<file path="config.mk">
export PLATFORM = sky130hd
export DESIGN_NAME = pixel_sreg_seq
export DESIGN_NICKNAME = d
export VERILOG_FILES = /design/src/rtl/pixel_sreg_seq_pkg.sv /design/src/rtl/pixel_sreg_seq.sv
export SDC_FILE = /design/constraint.sdc
export NUM_CORES = 1
export LEC_CHECK = 0
export CAP_MARGIN = 0
export CORE_MARGIN = 2
export CORE_UTILIZATION = 52
export CTS_CLUSTER_SIZE = 10
export DETAILED_ROUTE_END_ITERATION = 10
export PLACE_DENSITY = 0.85
export SLEW_MARGIN = 20
export SYNTH_ARGS = -nofsm -noshare
export SYNTH_HDL_FRONTEND = slang
export SYNTH_SLANG_ARGS = --single-unit
</file>
<file path="constraint.sdc">
create_clock -name clk -period 3.4 [get_ports clk]
set_input_delay 0.51 -clock clk [delete_from_list [all_inputs] [get_ports clk]]
set_output_delay 0.51 -clock clk [all_outputs]
set_load 0.05 [all_outputs]
</file>
<file path="src/rtl/pixel_sreg_seq_pkg.sv">
// Shared widths, pair counts and state type for the pixel
// shift-register sequencer.
package pixel_sreg_seq_pkg;

  localparam int WORD_W = 42;
  localparam int PAIR_W = 2;
  localparam int NPAIRS = 21;
  localparam int CNT_W  = $clog2(NPAIRS);

  localparam logic [PAIR_W-1:0] FILL = 2'b00;

  typedef enum logic [1:0] {
    S_IDLE  = 2'd0,
    S_LOAD  = 2'd1,
    S_SHIFT = 2'd2,
    S_DONE  = 2'd3
  } state_e;

endpackage

</file>
<file path="src/rtl/pixel_sreg_seq.sv">
// Loads a 42-bit pixel word into an external 2-bit-wide scan chain
// and captures the word returning from the top of the chain.
module pixel_sreg_seq
  import pixel_sreg_seq_pkg::*;
(
  input  logic              clk,
  input  logic              rst_n,
  input  logic              tx_valid,
  output logic              tx_ready,
  input  logic [WORD_W-1:0] tx_data,
  input  logic              flush,
  output logic              sreg_shift,
  output logic [WORD_W-1:0] sreg_pixel,
  output logic [PAIR_W-1:0] sreg_sin,
  input  logic [PAIR_W-1:0] sreg_sout,
  output logic              rx_valid,
  output logic [WORD_W-1:0] rx_data,
  output logic              busy
);

  localparam int SH_W = WORD_W - PAIR_W;

  state_e            state_q, state_d;
  logic [CNT_W-1:0]  cnt_q, cnt_d;
  logic [WORD_W-1:0] pixel_q, pixel_d;
  logic [SH_W-1:0]   rx_sh_q, rx_sh_d;
  logic [WORD_W-1:0] rx_data_q, rx_data_d;
  logic              tx_ready_q, tx_ready_d;
  logic              shift_q, shift_d;
  logic              rx_valid_q, rx_valid_d;
  logic              busy_q, busy_d;
  logic              accept;

  assign accept = tx_valid && tx_ready_q && !flush;

  always_comb begin
    state_d   = state_q;
    cnt_d     = cnt_q;
    pixel_d   = pixel_q;
    rx_sh_d   = rx_sh_q;
    rx_data_d = rx_data_q;
    unique case (1'b1)
      (state_q == S_IDLE),
      (state_q == S_DONE): begin
        state_d = S_IDLE;
        if (accept) begin
          state_d = S_LOAD;
          pixel_d = tx_data;
        end
      end
      (state_q == S_LOAD): begin
        state_d = S_SHIFT;
        cnt_d   = '0;
      end
      (state_q == S_SHIFT): begin
        rx_sh_d = {rx_sh_q[SH_W-PAIR_W-1:0], sreg_sout};
        if (cnt_q == CNT_W'(NPAIRS - 1)) begin
          state_d   = S_DONE;
          cnt_d     = '0;
          rx_data_d = {rx_sh_q, sreg_sout};
        end else begin
          cnt_d = cnt_q + CNT_W'(1);
        end
      end
      default: state_d = S_IDLE;
    endcase
    // Abort wins over everything, including a pending accept.
    if (flush) begin
      state_d   = S_IDLE;
      cnt_d     = '0;
      pixel_d   = pixel_q;
      rx_sh_d   = rx_sh_q;
      rx_data_d = rx_data_q;
    end
  end

  always_comb begin
    tx_ready_d = (state_d == S_IDLE) || (state_d == S_DONE);
    busy_d     = (state_d == S_LOAD) || (state_d == S_SHIFT);
    shift_d    = (state_d == S_SHIFT);
    rx_valid_d = (state_d == S_DONE);
  end

  always_ff @(posedge clk or negedge rst_n) begin
    if (!rst_n) begin
      state_q    <= S_IDLE;
      cnt_q      <= '0;
      pixel_q    <= '0;
      rx_sh_q    <= '0;
      rx_data_q  <= '0;
      tx_ready_q <= 1'b0;
      shift_q    <= 1'b0;
      rx_valid_q <= 1'b0;
      busy_q     <= 1'b0;
    end else begin
      state_q    <= state_d;
      cnt_q      <= cnt_d;
      pixel_q    <= pixel_d;
      rx_sh_q    <= rx_sh_d;
      rx_data_q  <= rx_data_d;
      tx_ready_q <= tx_ready_d;
      shift_q    <= shift_d;
      rx_valid_q <= rx_valid_d;
      busy_q     <= busy_d;
    end
  end

  assign tx_ready   = tx_ready_q;
  assign busy       = busy_q;
  assign sreg_shift = shift_q;
  assign sreg_pixel = pixel_q;
  assign sreg_sin   = FILL;
  assign rx_valid   = rx_valid_q;
  assign rx_data    = rx_data_q;

endmodule

</file>
### Yosys cells after proc, flatten, opt, wreduce, memory -nomap -nowiden

Cells that the tools add are included.

| storage, ports and cells | value |
|---|---|
| register bits | 135 |
| input port bits | 48 |
| output and inout port bits | 90 |
| logic and storage cells | 37 |

| cells by class | value |
|---|---|
| add/sub/neg operators | 1 |
| equal/unequal tests | 7 |
| muxes and demuxes | 7 |
| bitwise logic cells | 1 |
| reductions and logical operators | 12 |

Operator list:

| kind | number |
|---|---|
| 2-to-1 mux 5 bit | 2 |
| one-hot mux 5 bit (2 select lines) | 1 |
| equality test 2 bit, second input constant | 4 |
| one-hot mux 2 bit (3 select lines) | 1 |
| AND reduction 3 bit | 2 |
| adder 5 x 1 -> 5 bit, second input constant | 1 |
| equality test 5 bit, second input constant | 1 |
| equality test 2 x 1 -> 1 bit, second input constant | 2 |
| zero test 2 bit | 2 |
| 2-to-1 mux 2 bit | 2 |
| nonzero test 3 bit | 1 |
| logical AND 1 bit | 2 |
| logical OR 1 bit | 2 |
| AND reduction 2 bit | 1 |
| OR reduction 2 bit | 1 |
| zero test 1 bit | 1 |
| 2-to-1 mux 1 bit | 1 |
| inverter 1 bit | 1 |

### Longest topological paths before layout

Gate-level depths: netlist of the first run.

| logic depth | value |
|---|---|
| depth in word-level cells | 7 |
| mapped depth | 9 |

### Worst setup path after synthesis of the first run

Ideal clock, no wire load.

| timing path | value |
|---|---|
| path type | reg-to-reg |
| from | register cnt_q[0] |
| to | register busy_q, in the netlist busy |
| library setup time | 0.114 ns |
| arrival time | 1.850 ns |
| path slack | 1.436 ns |
| stages on the path, launching flop included | 9 |
| buffers on the path | 1 |
| path through | dfrtp_1 > inv_1 > ha_1 > nand4b_4 > nor3b_4 > buf_6 > and3b_1 > ha_1 > inv_1 |

| between the ends | value |
|---|---|
| longest elaborated chain between the ends | 6 |
| elaborated cells on any way between the ends | 7 |
| classes of those cells | 3 x eq/ne; 3 x mux; 1 x reduce/logical |

Ends and longest elaborated chain:

| element | line | source |
|---|---|---|
| start, declared | pixel_sreg_seq.sv:24 | `logic [CNT_W-1:0] cnt_q, cnt_d;` |
| start signal, assigned | pixel_sreg_seq.sv:97 | `cnt_q <= cnt_d;` |
| equality test 5 bit * | pixel_sreg_seq.sv:57 | `if (cnt_q == CNT_W'(NPAIRS - 1)) begin` |
| 2-to-1 mux 2 bit * | pixel_sreg_seq.sv:57 |  |
| one-hot mux 2 bit (3 select lines) * | pixel_sreg_seq.sv:42 | `unique case (1'b1)` |
| 2-to-1 mux 2 bit * | pixel_sreg_seq.sv:68 | `if (flush) begin` |
| equality test 2 x 1 -> 1 bit / equality test 2 bit (equally long branches) | pixel_sreg_seq.sv:79 | `busy_d = (state_d == S_LOAD) \|\| (state_d == S_SHIFT);` |
| logical OR 1 bit * | pixel_sreg_seq.sv:79 |  |
| named net busy_d | pixel_sreg_seq.sv:31 | `logic busy_q, busy_d;` |
| end signal, assigned | pixel_sreg_seq.sv:104 | `busy_q <= busy_d;` |
| end, declared | pixel_sreg_seq.sv:31 |  |

The timed path passes the listed nets; every way through them passes the cells marked *.
A chain may end at the register's enable or synchronous reset.

### Final worst setup path of the first run

| timing path | value |
|---|---|
| from | register tx_ready_q, in the netlist tx_ready |
| to | output port tx_ready |

RTL lines:

| element | line | source |
|---|---|---|
| start, declared | pixel_sreg_seq.sv:28 | `logic tx_ready_q, tx_ready_d;` |
| start signal, assigned | pixel_sreg_seq.sv:101 | `tx_ready_q <= tx_ready_d;` |
| end, declared | pixel_sreg_seq.sv:9 | `output logic tx_ready,` |

No word-level cell between the ends.

==> results of run 1 <==
==> state kept, by name, indices dropped and copies added, names as in the netlist <==
signal      flops
busy            1
cnt_q           5
rx_data        42
rx_sh_q        40
rx_valid        1
sreg_pixel     42
sreg_shift      1
state_q         2
tx_ready        1
==> per-stage QoR <==
stage	cells	setup WS (ns)	cell area, um2	utilization, %
after floorplan	313	1.436	5156	-
after global placement	571	1.054	6641	68.58
after detailed placement	571	1.008	6641	68.58
after CTS	602	1.124	7259	74.96
after global routing	602	1.123	7259	74.96
final	602	1.170	7259	74.96
==> worst reg2reg max path, stage by stage, from the launching register on <==
cell and delay (ns):
dfrtp_1 0.42, inv_1 0.08, ha_1 0.19, nand4b_4 0.16
nor3b_4 0.33, buf_4 0.36, mux2_2 0.39
==> placed cells by master (no fill, tap or decap) <==
cell type,netlist,layout
o21ai_0,4,4
nand2_1,5,5
clkinvlp_4,0,2
clkdlybuf4s50_1,0,134
nor3_1,1,1
dfrtp_1,135,135
nor3b_4,1,1
a21oi_1,1,1
inv_1,6,6
nand3_1,3,3
a31oi_1,1,1
buf_12,0,2
clkbuf_16,0,16
ha_1,6,6
mux2_2,121,121
clkinv_2,0,3
and3b_1,1,1
clkinv_4,0,3
buf_4,2,3
nor2b_4,0,1
clkbuf_8,0,3
nor2_1,1,1
xor2_1,2,2
mux2_1,3,3
nand4b_1,1,1
nand4b_4,1,1
nand3b_1,2,2
buf_6,4,1
conb_1,1,2
bufinv_16,0,4
==> layer usage <==
metal,wire [um],part of all wire (%),vias to the layer above,GRT usage (%)
met5,0,0,-,0
met4,261,2.4,0,9.749
met3,336,3.1,22,5.286
met2,5854,55,81,37.13
met1,4237,40,1602,24.10
li1,-,-,1379,-
==> layout make-up <==
| type | count | area, um2 |
|---|---|---|
| inverter | 6 | 22.52 |
| timing repair buffer | 140 | 1415 |
| tap | 133 | 166.4 |
| clock buffer | 19 | 441.7 |
| fill | 611 | 2425 |
| clock inverter | 12 | 176.4 |
| multi-input combinational | 157 | 1659 |
| sequential | 135 | 3378 |
==> how the worst max path moves through the flow <==
stage	startpoint	to	slack, ns	cells past startpoint
2_1_floorplan	cnt_q[0]	busy	1.44	8
3_3_place_gp	flush	busy	1.05	6
3_5_place_dp	flush	sreg_pixel[35]	1.01	4
4_1_cts	tx_ready	tx_ready	1.12	1
5_1_grt	sreg_pixel[11]	sreg_pixel[11]	1.12	1
6_report	tx_ready	tx_ready	1.17	1
==> where the power goes <==
part | switching, uW | total (uW) | internal [uW]
Combinational | 1360 | 2180 | 819
Sequential | 202 | 2160 | 1950
Clock | 661 | 1880 | 1220
Total | 2220 | 6220 | 4000
==> kinds of logic (layout without fill, tap and decap cells) <==
family | Yosys count | count (layout) | share of synthesized area (%)
AO/OA/AOI/OAI | 6 | 6 | 0.6071
other | 1 | 2 | 0.07278
flip-flops | 135 | 135 | 65.57
adder cells (fa/ha/maj) | 6 | 6 | 1.457
XOR/XNOR | 2 | 2 | 0.3400
buffers and inverters | 21 | 177 | 2.452
multiplexers | 124 | 124 | 27.10
AND/OR/NAND/NOR | 17 | 17 | 2.404
==> flow_metrics.tcl, run 1 <==
set metrics [dict create \
    status "finished clean" \
    grt_setup_unrepaired "false" \
    diodes 0 \
    gp_congestion 0.7305 \
    drive_above_1_share_pct 34.33 \
    synth_edf_count 0 \
    fin_tns_setup_ns 0 \
    die_h_um 103.5 \
    initial_core_util_pct 53.20 \
    synth_top_area_share_pct 65.57 \
    synth_seq_cells 135 \
    cp_cell_sequence "clkdlybuf4s50_1" \
    ys_warn_count 0 \
    synth_cell_types 24 \
    tightest_slew_ns 0.6839 \
    finalPower_uw 6220 \
    clockBufferDepth 2 \
    finalMaxSlewViolations 0 \
    period_needed_ns 2.230 \
    drt-total-wl_um 10690 \
    overflow 0 \
    cts-buffers-inserted 17 \
    nNetsFinal 511 \
    crit_buf_inv 1 \
    portBuffers 135 \
    r2r_slack_ns 1.36 \
    fmax_ghz 0.4485 \
    antenna_found_initial 0 \
    via_count 3084 \
    syn_inst 312 \
    yosysMostFrequentCell "dfrtp_1" \
    grt_pass1_vias 3397 \
    synth-main-ff-cell "dfrtp_1" \
    synth.avg_cell_area_um2 16.51 \
    yosysSeqAreaShare_pct 65.57 \
    clock_latency_ns 0.52 \
    crit_path_end_kind "primary output" \
    synth_area_leader_cell "dfrtp_1" \
    clock-root-buffer "clkbuf_8" \
    ctsResizeCount 0 \
    holdBufCountCts 0 \
    hold_viol 0 \
    clock-sinks 135 \
    area_delta_synth_final_pct 40.89 \
    path_max_fanout 2 \
    crit_family "buffers and inverters" \
    path_class "reg2out" \
    post_cts_buffers 0 \
    p_per_area_mw_per_mm2 856.9 \
    vias_per_cell 5.123 \
    grt_use_total_pct 21.04 \
    fin_crit_sh_pct 65.58 \
    synthTopCellsByArea "dfrtp_1, mux2_2, ha_1, buf_6, buf_2" \
    rows 36 \
    die-width_um 103.5 \
    setup_viol_count_final 0 \
    critPathRequiredTime_ns 2.89 \
    drc_errors 0 \
    relSlewSlack_pct 54.41 \
    p_leak_uw 0.003342 \
    grt_max_degree 77 \
    r2r_cells 6 \
    ant_nets 0 \
    reg2reg_to "rx_data[0]" \
    slowest_stage "clkdlybuf4s50_1" \
    first_pass_iters 5 \
    synth_area_mm2 0.005152 \
    cts_tree "yes" \
    vdd_drop_max_mv 0.6269 \
    core_area_mm2 0.009684 \
    synthArstFlopShare_pct 100.0 \
    dpl.hpwl_um 6961 \
    grt_pass1_wl_um 17530 \
    drv_cap 0 \
    crit_arrival_ns 1.72 \
    htreeDepth 4 \
    wl_per_cell_um 17.76 \
    boundaryPins 138 \
    dieArea_mm2 0.01072 \
    reg2reg_from "cnt_q[0]" \
    hold_ws_ns 0.01647 \
    cp_slowest_stage_delay_ns 0.83 \
    fin_skew_ns 0.01586 \
    min_path_type "in2async" \
    setup.worst_path.start_class "flip-flop" \
    drt_iter0_markers 128 \
    synth_common_cells "dfrtp_1, mux2_2, buf_2" \
    clkTransAtPathRegs_ns 0.06 \
]
(Power assumes the default switching activity.)
==> inputs of run 2 (changes only) <==
CORE_UTILIZATION = 48   (was 52)
PLACE_DENSITY = 0.79   (was 0.85)
clock period = 2.1 ns   (was 3.4 ns; I/O delays follow)
==> flow_metrics.tcl, run 2 (synthesized netlist as in run 1, its figures left out) <==
set metrics [dict create \
    nNetsFinal 513 \
    grt_use_total_pct 18.68 \
    ctsResizeCount 0 \
    slowest_stage "clkdlybuf4s50_1" \
    tightest_slew_ns 0.5515 \
    final_common_cell "dfrtp_1" \
    overflow 0 \
    final_cell_mix "dfrtp_1, clkdlybuf4s50_1, mux2_2, clkbuf_16" \
    vdd_drop_max_mv 1.203 \
    portBuffers 135 \
    area_delta_synth_final_pct 42.25 \
    core_area_mm2 0.01037 \
    drt-total-wl_um 10350 \
    drt_iter0_markers 104 \
    drive_above_1_share_pct 34.32 \
    period_needed_ns 2.030 \
    critPathRequiredTime_ns 1.78 \
    path_class "reg2out" \
    first_pass_iters 4 \
    post-place-cells 575 \
    clock-sinks 135 \
    setup.worst_path.start_class "flip-flop" \
    crit_arrival_ns 1.72 \
    setup_viol_count_final 0 \
    gp_congestion 0.7587 \
    wl_per_cell_um 17.02 \
    grt_pass1_wl_um 16400 \
    finalMaxSlewViolations 0 \
    drv_cap 0 \
    p_per_area_mw_per_mm2 1376 \
    dp_slack_ns 0.1191 \
    fin_cells 608 \
    cp_slowest_stage_delay_ns 0.84 \
    fin_tns_setup_ns 0 \
    boundaryPins 138 \
    crit_path_end_kind "primary output" \
    min_path_type "in2async" \
    clkTransAtPathRegs_ns 0.06 \
    finalPower_uw 10090 \
    htreeDepth 4 \
    fmax_ghz 0.4926 \
    path_max_fanout 2 \
    clockBufferDepth 2 \
    clock_latency_ns 0.51 \
    cp_cell_sequence "clkdlybuf4s50_1" \
    relSlewSlack_pct 63.12 \
    ant_nets 0 \
    rows 37 \
    clock-root-buffer "clkbuf_8" \
    cts-buffers-inserted 17 \
    crit_family "buffers and inverters" \
    status "finished clean" \
    setup_slack_ns 0.06989 \
    crit_buf_inv 1 \
    vias_per_cell 4.967 \
    fin_skew_ns 0.008533 \
    reg2reg_from "cnt_q[0]" \
    fin_crit_sh_pct 96.67 \
    dpl.hpwl_um 7090 \
    grt_setup_unrepaired "false" \
    cts_tree "yes" \
    via_count 3020 \
    drc_errors 0 \
    die_h_um 107.6 \
    dieArea_mm2 0.01158 \
    post_cts_buffers 0 \
    die-width_um 107.6 \
    grt_max_degree 72 \
    initial_core_util_pct 49.69 \
    grt_pass1_vias 3337 \
    p_leak_uw 0.003363 \
    diodes 0 \
    antenna_found_initial 0 \
    hold_viol 0 \
    crit_path_start "tx_ready" \
]
## run 2: changes by cell type in the layout (fill, tap and decap cells not counted), sizes merged
cell	delta
buf	+1
clkbuf	+1
clkinv	-1
clkinvlp	+1
dlygate4sd3	+1
## run 2: timing repair
item | in CTS | in global routing
endpoints found under the setup margin | 0 | 0
endpoints found under the hold margin | 135 | 0
hold buffers | 1 | 0
## run 2: final cells by class
class	instances	area, um2
Tap cell	136	170.2
Inverter	6	22.52
Sequential cell	135	3378
Clock inverter	12	175.2
Fill cell	699	3040
Timing Repair Buffer	142	1479
Clock buffer	20	445.4
Multi-Input combinational cell	157	1659
## run 2: path summary, 6_finish.rpt
path,end,slack [ns],cells after the start
hold reg to reg,rx_data[40],0.49,1
setup reg to reg,rx_data[3],0.18,6
hold / removal,rx_data[20],0.37,3
max in group asynchronous,sreg_pixel[3],1.41,3
min in group clk,sreg_pixel[20],0.41,2
setup / recovery,tx_ready,0.07,1
## run 2: power breakdown
group	internal (uW)	switching (uW)
sequential	3170	319
combinational	1340	2210
clock	1990	1060
## run 2: metrics by stage
stage	hold WS [ns]	cell area [um2]	utilization, %
2_1_floorplan	0.01941	5156	-
3_3_place_gp	0.3605	6699	64.60
3_5_place_dp	0.3648	6699	64.60
4_1_cts	0.3609	7330	70.68
5_1_grt	0.3913	7330	70.68
6_report	0.3686	7330	70.68
## run 2: routing by layer
metal  GRT usage (%)  up-vias  routed length [um]
li1                -     1377                   -
met2           31.81       64                5727
met3           5.569       15                 411
met1           21.61     1564                4007
met4           8.791        0                 200
met5               0        -                   0
